### config.mk
export PLATFORM = sky130hd
export DESIGN_NAME = multicycle_control
export DESIGN_NICKNAME = d
export VERILOG_FILES = /design/src/rtl/mc_pkg.sv /design/src/rtl/mc_aluop_decode.sv /design/src/rtl/multicycle_control.sv
export SDC_FILE = /design/constraint.sdc
export NUM_CORES = 1
export LEC_CHECK = 0
export CAP_MARGIN = 20
export CELL_PAD_IN_SITES_DETAIL_PLACEMENT = 2
export CELL_PAD_IN_SITES_GLOBAL_PLACEMENT = 2
export CORE_MARGIN = 2
export CORE_UTILIZATION = 30
export CTS_BUF_LIST = sky130_fd_sc_hd__clkbuf_16
export CTS_CLUSTER_SIZE = 20
export DETAILED_ROUTE_END_ITERATION = 16
export GPL_TIMING_DRIVEN = 0
export PLACE_DENSITY_LB_ADDON = 0.1
export SYNTH_ARGS = -nofsm -noshare
export SYNTH_HDL_FRONTEND = slang
export SYNTH_HIERARCHICAL = 1
export SYNTH_SLANG_ARGS = --single-unit
### constraint.sdc
create_clock -name clk -period 3.05 [get_ports clk]
set_input_delay 0.61 -clock clk [delete_from_list [all_inputs] [get_ports clk]]
set_output_delay 0.61 -clock clk [all_outputs]
set_load 0.03 [all_outputs]
### src/rtl/mc_pkg.sv
// mc_pkg: opcodes, FSM state encoding, ALU-op / mux-select encodings and dispatch helpers for multicycle_control
package mc_pkg;
   localparam logic [5:0] OP_RTYPE = 6'h00;
   localparam logic [5:0] OP_J     = 6'h02;
   localparam logic [5:0] OP_JAL   = 6'h03;
   localparam logic [5:0] OP_BEQ   = 6'h04;
   localparam logic [5:0] OP_BNE   = 6'h05;
   localparam logic [5:0] OP_SRL   = 6'h06;
   localparam logic [5:0] OP_SLL   = 6'h07;
   localparam logic [5:0] OP_ADDI  = 6'h08;
   localparam logic [5:0] OP_SLTI  = 6'h0a;
   localparam logic [5:0] OP_ANDI  = 6'h0c;
   localparam logic [5:0] OP_ORI   = 6'h0d;
   localparam logic [5:0] OP_LI    = 6'h0f;
   localparam logic [5:0] OP_LW    = 6'h23;
   localparam logic [5:0] OP_SW    = 6'h2b;

   localparam logic [2:0] ALU_ADD   = 3'b000;
   localparam logic [2:0] ALU_SUB   = 3'b001;
   localparam logic [2:0] ALU_SLT   = 3'b010;
   localparam logic [2:0] ALU_AND   = 3'b011;
   localparam logic [2:0] ALU_FUNCT = 3'b100;
   localparam logic [2:0] ALU_OR    = 3'b101;
   localparam logic [2:0] ALU_NONE  = 3'b111;

   localparam logic [1:0] PC_ALU    = 2'd0;
   localparam logic [1:0] PC_ALUOUT = 2'd1;
   localparam logic [1:0] PC_JUMP   = 2'd2;

   localparam logic [1:0] BSRC_B     = 2'd0;
   localparam logic [1:0] BSRC_4     = 2'd1;
   localparam logic [1:0] BSRC_IMM   = 2'd2;
   localparam logic [1:0] BSRC_SHIMM = 2'd3;

   typedef enum logic [3:0] {
      S_FETCH    = 4'd0,
      S_DECODE   = 4'd1,
      S_MEMADR   = 4'd2,
      S_MEMRD    = 4'd3,
      S_MEMWB    = 4'd4,
      S_MEMWR    = 4'd5,
      S_RTEXE    = 4'd6,
      S_RTWB     = 4'd7,
      S_BRANCH   = 4'd8,
      S_JUMP     = 4'd9,
      S_IMMEXE   = 4'd10,
      S_IMMWB    = 4'd11,
      S_SHIFTEXE = 4'd12,
      S_TRAP     = 4'd13
   } state_t;

   // DECODE successor; unknown opcodes map to S_TRAP and the caller decides NOP vs trap
   function automatic state_t dispatch(input logic [5:0] op);
      case (op)
         OP_LW, OP_SW:                             return S_MEMADR;
         OP_RTYPE:                                 return S_RTEXE;
         OP_BEQ, OP_BNE:                           return S_BRANCH;
         OP_J, OP_JAL:                             return S_JUMP;
         OP_ADDI, OP_SLTI, OP_ANDI, OP_ORI, OP_LI: return S_IMMEXE;
         OP_SRL, OP_SLL:                           return S_SHIFTEXE;
         default:                                  return S_TRAP;
      endcase
   endfunction

   function automatic logic [2:0] imm_alu_op(input logic [5:0] op);
      return (op == OP_ADDI) ? ALU_ADD :
             (op == OP_SLTI) ? ALU_SLT :
             (op == OP_ANDI) ? ALU_AND :
             (op == OP_ORI)  ? ALU_OR  : ALU_NONE;
   endfunction
endpackage

### src/rtl/mc_aluop_decode.sv
// mc_aluop_decode: maps FSM state and latched opcode to the ALU control class
import mc_pkg::*;

module mc_aluop_decode #(
   parameter int ALUOP_W = 3
) (
   input  state_t             state,
   input  logic [5:0]         opcode_q,
   output logic [ALUOP_W-1:0] alu_op
);
   assign alu_op = (state == S_FETCH || state == S_DECODE || state == S_MEMADR) ? ALU_ADD :
                   (state == S_BRANCH) ? ALU_SUB   :
                   (state == S_RTEXE)  ? ALU_FUNCT :
                   (state == S_IMMEXE) ? imm_alu_op(opcode_q) : ALU_NONE;
endmodule

### src/rtl/multicycle_control.sv
// multicycle_control: Moore control FSM for the shared-memory multi-cycle MIPS-subset datapath; MULTICYCLE_ILLEGAL_TRAP_EN enables the illegal-opcode trap
import mc_pkg::*;

module multicycle_control #(
   parameter int OPCODE_W = 6,
   parameter int ALUOP_W  = 3,
   parameter int COUNT_W  = 32
) (
   input  logic               clk,
   input  logic               reset,
   input  logic [OPCODE_W-1:0] opcode,
   input  logic               mem_ready,
   output logic               pc_write,
   output logic               pc_write_cond,
   output logic               bne,
   output logic [1:0]         pc_src,
   output logic               iord,
   output logic               mem_read,
   output logic               mem_write,
   output logic               ir_write,
   output logic               reg_dst,
   output logic               mem_to_reg,
   output logic               reg_write,
   output logic               alu_src_a,
   output logic [1:0]         alu_src_b,
   output logic [ALUOP_W-1:0] alu_op,
   output logic               shift,
   output logic               sll,
   output logic               jal,
   output logic               trap,
   output logic [3:0]         state,
   output logic [COUNT_W-1:0] instr_count
);
   state_t cur, nxt, dec;
   logic [OPCODE_W-1:0] opcode_q;

   assign state = cur;
   assign dec = dispatch(opcode);
`ifdef MULTICYCLE_ILLEGAL_TRAP_EN
   assign trap = (cur == S_TRAP);
`else
   assign trap = 1'b0;
`endif

   mc_aluop_decode #(.ALUOP_W(ALUOP_W)) u_aluop (
      .state(cur),
      .opcode_q(opcode_q),
      .alu_op(alu_op)
   );

   // state, latched opcode and retire counter; retirement is any return to FETCH from elsewhere
   always_ff @(posedge clk or posedge reset)
      if (reset) begin
         cur         <= S_FETCH;
         opcode_q    <= '0;
         instr_count <= '0;
      end else begin
         cur <= nxt;
         if (cur == S_DECODE) opcode_q <= opcode;
         if (nxt == S_FETCH && cur != S_FETCH) instr_count <= instr_count + 1'b1;
      end

   // next state and Moore outputs; FETCH gates its loads on mem_ready so a stalled fetch is harmless
   always_comb begin
      nxt           = cur;
      pc_write      = 1'b0;
      pc_write_cond = 1'b0;
      bne           = 1'b0;
      pc_src        = PC_ALU;
      iord          = 1'b0;
      mem_read      = 1'b0;
      mem_write     = 1'b0;
      ir_write      = 1'b0;
      reg_dst       = 1'b0;
      mem_to_reg    = 1'b0;
      reg_write     = 1'b0;
      alu_src_a     = 1'b0;
      alu_src_b     = BSRC_B;
      shift         = 1'b0;
      sll           = 1'b0;
      jal           = 1'b0;
      case (cur)
         S_FETCH: begin
            mem_read  = 1'b1;
            ir_write  = mem_ready;
            pc_write  = mem_ready;
            alu_src_b = BSRC_4;
            nxt       = mem_ready ? S_DECODE : S_FETCH;
         end
         S_DECODE: begin
            alu_src_b = BSRC_SHIMM;
`ifdef MULTICYCLE_ILLEGAL_TRAP_EN
            nxt       = dec;
`else
            nxt       = (dec == S_TRAP) ? S_FETCH : dec;
`endif
         end
         S_MEMADR: begin
            alu_src_a = 1'b1;
            alu_src_b = BSRC_IMM;
            nxt       = (opcode_q == OP_SW) ? S_MEMWR : S_MEMRD;
         end
         S_MEMRD: begin
            mem_read = 1'b1;
            iord     = 1'b1;
            nxt      = mem_ready ? S_MEMWB : S_MEMRD;
         end
         S_MEMWB: begin
            reg_write  = 1'b1;
            mem_to_reg = 1'b1;
            nxt        = S_FETCH;
         end
         S_MEMWR: begin
            mem_write = 1'b1;
            iord      = 1'b1;
            nxt       = mem_ready ? S_FETCH : S_MEMWR;
         end
         S_RTEXE: begin
            alu_src_a = 1'b1;
            nxt       = S_RTWB;
         end
         S_RTWB: begin
            reg_write = 1'b1;
            reg_dst   = 1'b1;
            nxt       = S_FETCH;
         end
         S_BRANCH: begin
            alu_src_a     = 1'b1;
            pc_write_cond = 1'b1;
            pc_src        = PC_ALUOUT;
            bne           = (opcode_q == OP_BNE);
            nxt           = S_FETCH;
         end
         S_JUMP: begin
            pc_write  = 1'b1;
            pc_src    = PC_JUMP;
            jal       = (opcode_q == OP_JAL);
            reg_write = (opcode_q == OP_JAL);
            nxt       = S_FETCH;
         end
         S_IMMEXE: begin
            alu_src_a = 1'b1;
            alu_src_b = BSRC_IMM;
            nxt       = S_IMMWB;
         end
         S_IMMWB: begin
            reg_write = 1'b1;
            nxt       = S_FETCH;
         end
         S_SHIFTEXE: begin
            shift     = 1'b1;
            sll       = (opcode_q == OP_SLL);
            alu_src_a = 1'b1;
            nxt       = S_RTWB;
         end
`ifdef MULTICYCLE_ILLEGAL_TRAP_EN
         S_TRAP: nxt = S_TRAP;
`endif
         default: nxt = S_FETCH;
      endcase
   end
endmodule

==> impl_metrics.tcl, run 1 <==
set metrics [dict create \
    status "completed" \
    post-route-min-period_ns 2.96 \
    crit_family "buffers and inverters" \
    critical_path.cell_chain "or4b_1 -> o311ai_1 -> o211ai_1 -> clkdlybuf4s50_1" \
    multi_input_area_um2 1450 \
    slowest_stage "clkdlybuf4s50_1" \
    hold_viol 0 \
    diodes 0 \
    layout_commonest_cell "clkdlybuf4s50_1" \
    syn_avg_cell_area_um2 9.54 \
    first_pass_iters 4 \
    drc 0 \
    critPathMaxFanout 5 \
    cts_resized 11 \
    clkLatencyLatePin_ns 0.28 \
    crit_type "reg -> out" \
    power.density_nw_per_um2 804 \
    power.switching_mw 1.30 \
    path_clk_slew_ns 0.06 \
    fin_cells 452 \
    nets 356 \
    antenna_left 0 \
    max_slew_margin 0.662 \
    core_um2 8300 \
    r2r_cells 7 \
    cts_sinks 42 \
    viasPerCell 5.17 \
    syn_area_um2 2600 \
    antenna_found_initial 0 \
    dr.first_iter.drc_count 31 \
    grt.overflow.total 0 \
    yosysSeqAreaShare 0.404 \
    total_power_mw 2.90 \
    end_kind "output pin" \
    fin_skew_ns 0.00625 \
    worst-path-buf-inv 1 \
    hp-start "instr_count[31]" \
    gp_congestion 0.713 \
    cts_buffer_depth 2 \
    yosys.area.top_type_share 0.404 \
    rr_endpoint "instr_count[1]" \
    finalCritPeriodShare 0.969 \
    ctsRootBufferMaster "clkbuf_16" \
    gr-usage-met3 0.0266 \
    die_w_um 97.2 \
    fmax_mhz 338 \
    ys_warn_count 6 \
    power.leakage_nw 1.62 \
    portBuffers 65 \
    detailed_place_hpwl_um 5770 \
    final_area_um2 3600 \
    grt_max_degree 42 \
    p_clk_frac 0.181 \
    synth-seq-cells 42 \
    start_kind "register" \
    busiest_layer "met2" \
    tightestPinTransition_ns 0.505 \
    place_area_um2 3410 \
    reg2reg_slack_ns 0.37 \
    ys_dominant_reg_cell "dfrtp_1" \
    synth_area_leaders "dfrtp_1, xor2_1, xnor2_1" \
    place_inst 444 \
    critPathArrivalTime_ns 2.35 \
    met2_usage 0.264 \
    fp.dieH_um 97.2 \
    wl_per_cell_um 17.2 \
    hold_end "instr_count[31]" \
    swShare 0.447 \
    final_max_slew_viol_count 0 \
    tns_ns 0 \
    nFillCells 924 \
    initial_core_util 0.314 \
    rsz0062_at_grt "false" \
    syn-num-nets 283 \
    grt_pass1_wl_um 12900 \
    synth_edf_count 0 \
    ys_async_sr_fraction 1.00 \
    cts_tree "done" \
    cts-hold-fix-buffers 0 \
    yosys.area.top_type "dfrtp_1" \
    finalSetupViolations 0 \
    internal_power_mw 1.60 \
    layout_common_cells "clkdlybuf4s50_1, dfrtp_1, xor2_1" \
    grt_pass1_vias 2466 \
    use_met1 0.242 \
    holdPathStages 1 \
    dieArea_um2 9440 \
    layout-drive-gt1-share 0.167 \
    postCtsSetupBuffers 0 \
    vias 2337 \
    area_delta_synth_final_pct 38.4 \
    register_area_um2 1060 \
    hold_path_class "reg -> reg" \
    cap_violations 0 \
    std_cell_rows 33 \
    synthCells 273 \
    wirelength_um 7760 \
    p_comb_frac 0.522 \
    cts-buffers-inserted 5 \
    slowest_delay_ns 0.61 \
    regToRegStartpoint "state[0]" \
    power_frac_seq 0.296 \
    required_ns 2.44 \
    io_pins 67 \
    h-tree-depth 2 \
    grt_use_total 0.167 \
    synth.distinct_cells 59 \
    ir_drop_v 0.000433 \
]
## worst max path at each step
stage,endpoint,cells after the start,start
floorplan,bne,4,state[3]
finish,alu_op[0],4,opcode_q[5]
detailed placement,instr_count[19],10,opcode[0]
global placement,instr_count[19],10,opcode[0]
global route,instr_count[24],9,opcode[2]
CTS,jal,5,state[1]
## per-stage QoR
stage / worst slack (ns) / util / hold slack [ns]
finish: 0.0949 / 0.434 / 0.465
detailed placement: -0.307 / 0.410 / 0.462
CTS: 0.0255 / 0.430 / 0.471
global route: 0.00681 / 0.434 / 0.501
global placement: -0.249 / 0.408 / 0.456
floorplan: 0.0785 / - / 0.514
## synth_stat cells, types with 2 or more instances
cell type / n
a21oi_1: 4
and4b_1: 2
clkbuf_1: 5
nand2_1: 19
or4b_1: 2
nand3_2: 2
or2_2: 4
inv_1: 16
nand2b_1: 7
nor3_1: 12
nor4_1: 9
xor2_1: 22
nand3_1: 9
o211ai_1: 5
or3_1: 3
dfrtp_1: 42
buf_4: 3
nor3b_1: 3
nor3_2: 9
nor2b_1: 6
buf_2: 4
o21ai_0: 6
nor2_1: 19
a22oi_1: 2
and3_1: 6
xnor2_1: 11
mux2_2: 6
nand4_1: 4
## power groups by stage
stage | Sequential, mW | Clock (mW) | Combinational [mW]
2_1_floorplan | 0.910 | 0 | 0.891
3_3_place_gp | 0.857 | 0 | 1.47
3_5_place_dp | 0.860 | 0 | 1.50
4_1_cts | 0.857 | 0.538 | 1.51
5_1_grt | 0.889 | 0.560 | 1.63
6_report | 0.859 | 0.526 | 1.51
## logic make-up (layout without fill, tap and decap cells)
logic type      Yosys count  after routing  share of synthesized area
xor+xnor                 33             33                      0.111
simple gates            125            125                      0.291
fa+ha+maj                 1              1                    0.00480
mux                       8              8                     0.0341
other cells               1              1                    0.00144
flops                    42             42                      0.404
compound gates           34             34                      0.102
buf+inv                  29            103                     0.0524
## flip-flops by register name, summed over array words and instances, names as in the netlist
signal,count
instr_count,32
opcode_q,6
state,4
## worst register-to-register path: cells and delay by family, from the launching register on
kind / cells / cell delay (ns)
AO/OA/AOI/OAI: 1 / 0.40
buffers and inverters: 1 / 0.18
flip-flops: 1 / 0.51
multiplexers: 1 / 0.33
AND/OR/NAND/NOR: 4 / 1.15
## metal layers
metal | wire length, µm | share of wire
met3 | 212 | 0.027
met5 | 0 | 0
met4 | 52 | 0.0067
met1 | 3810 | 0.49
met2 | 3680 | 0.47
## cell type report
type / count / area share
inverter: 16 / 0.0167
clock inverter: 3 / 0.00486
multi-input combinational: 202 / 0.401
timing repair buffer: 66 / 0.190
sequential: 42 / 0.293
buffer: 13 / 0.0236
tap: 105 / 0.0364
clock buffer: 5 / 0.0347
Note: power is estimated with default switching activity, not from simulation.
==> run 2: changes to the inputs <==
Settings changed: CTS_CLUSTER_DIAMETER set to 80, GPL_ROUTABILITY_DRIVEN set to 1.
==> results of run 2 <==
Same layout as run 1: the final DEF is identical, and so are final timing and power.
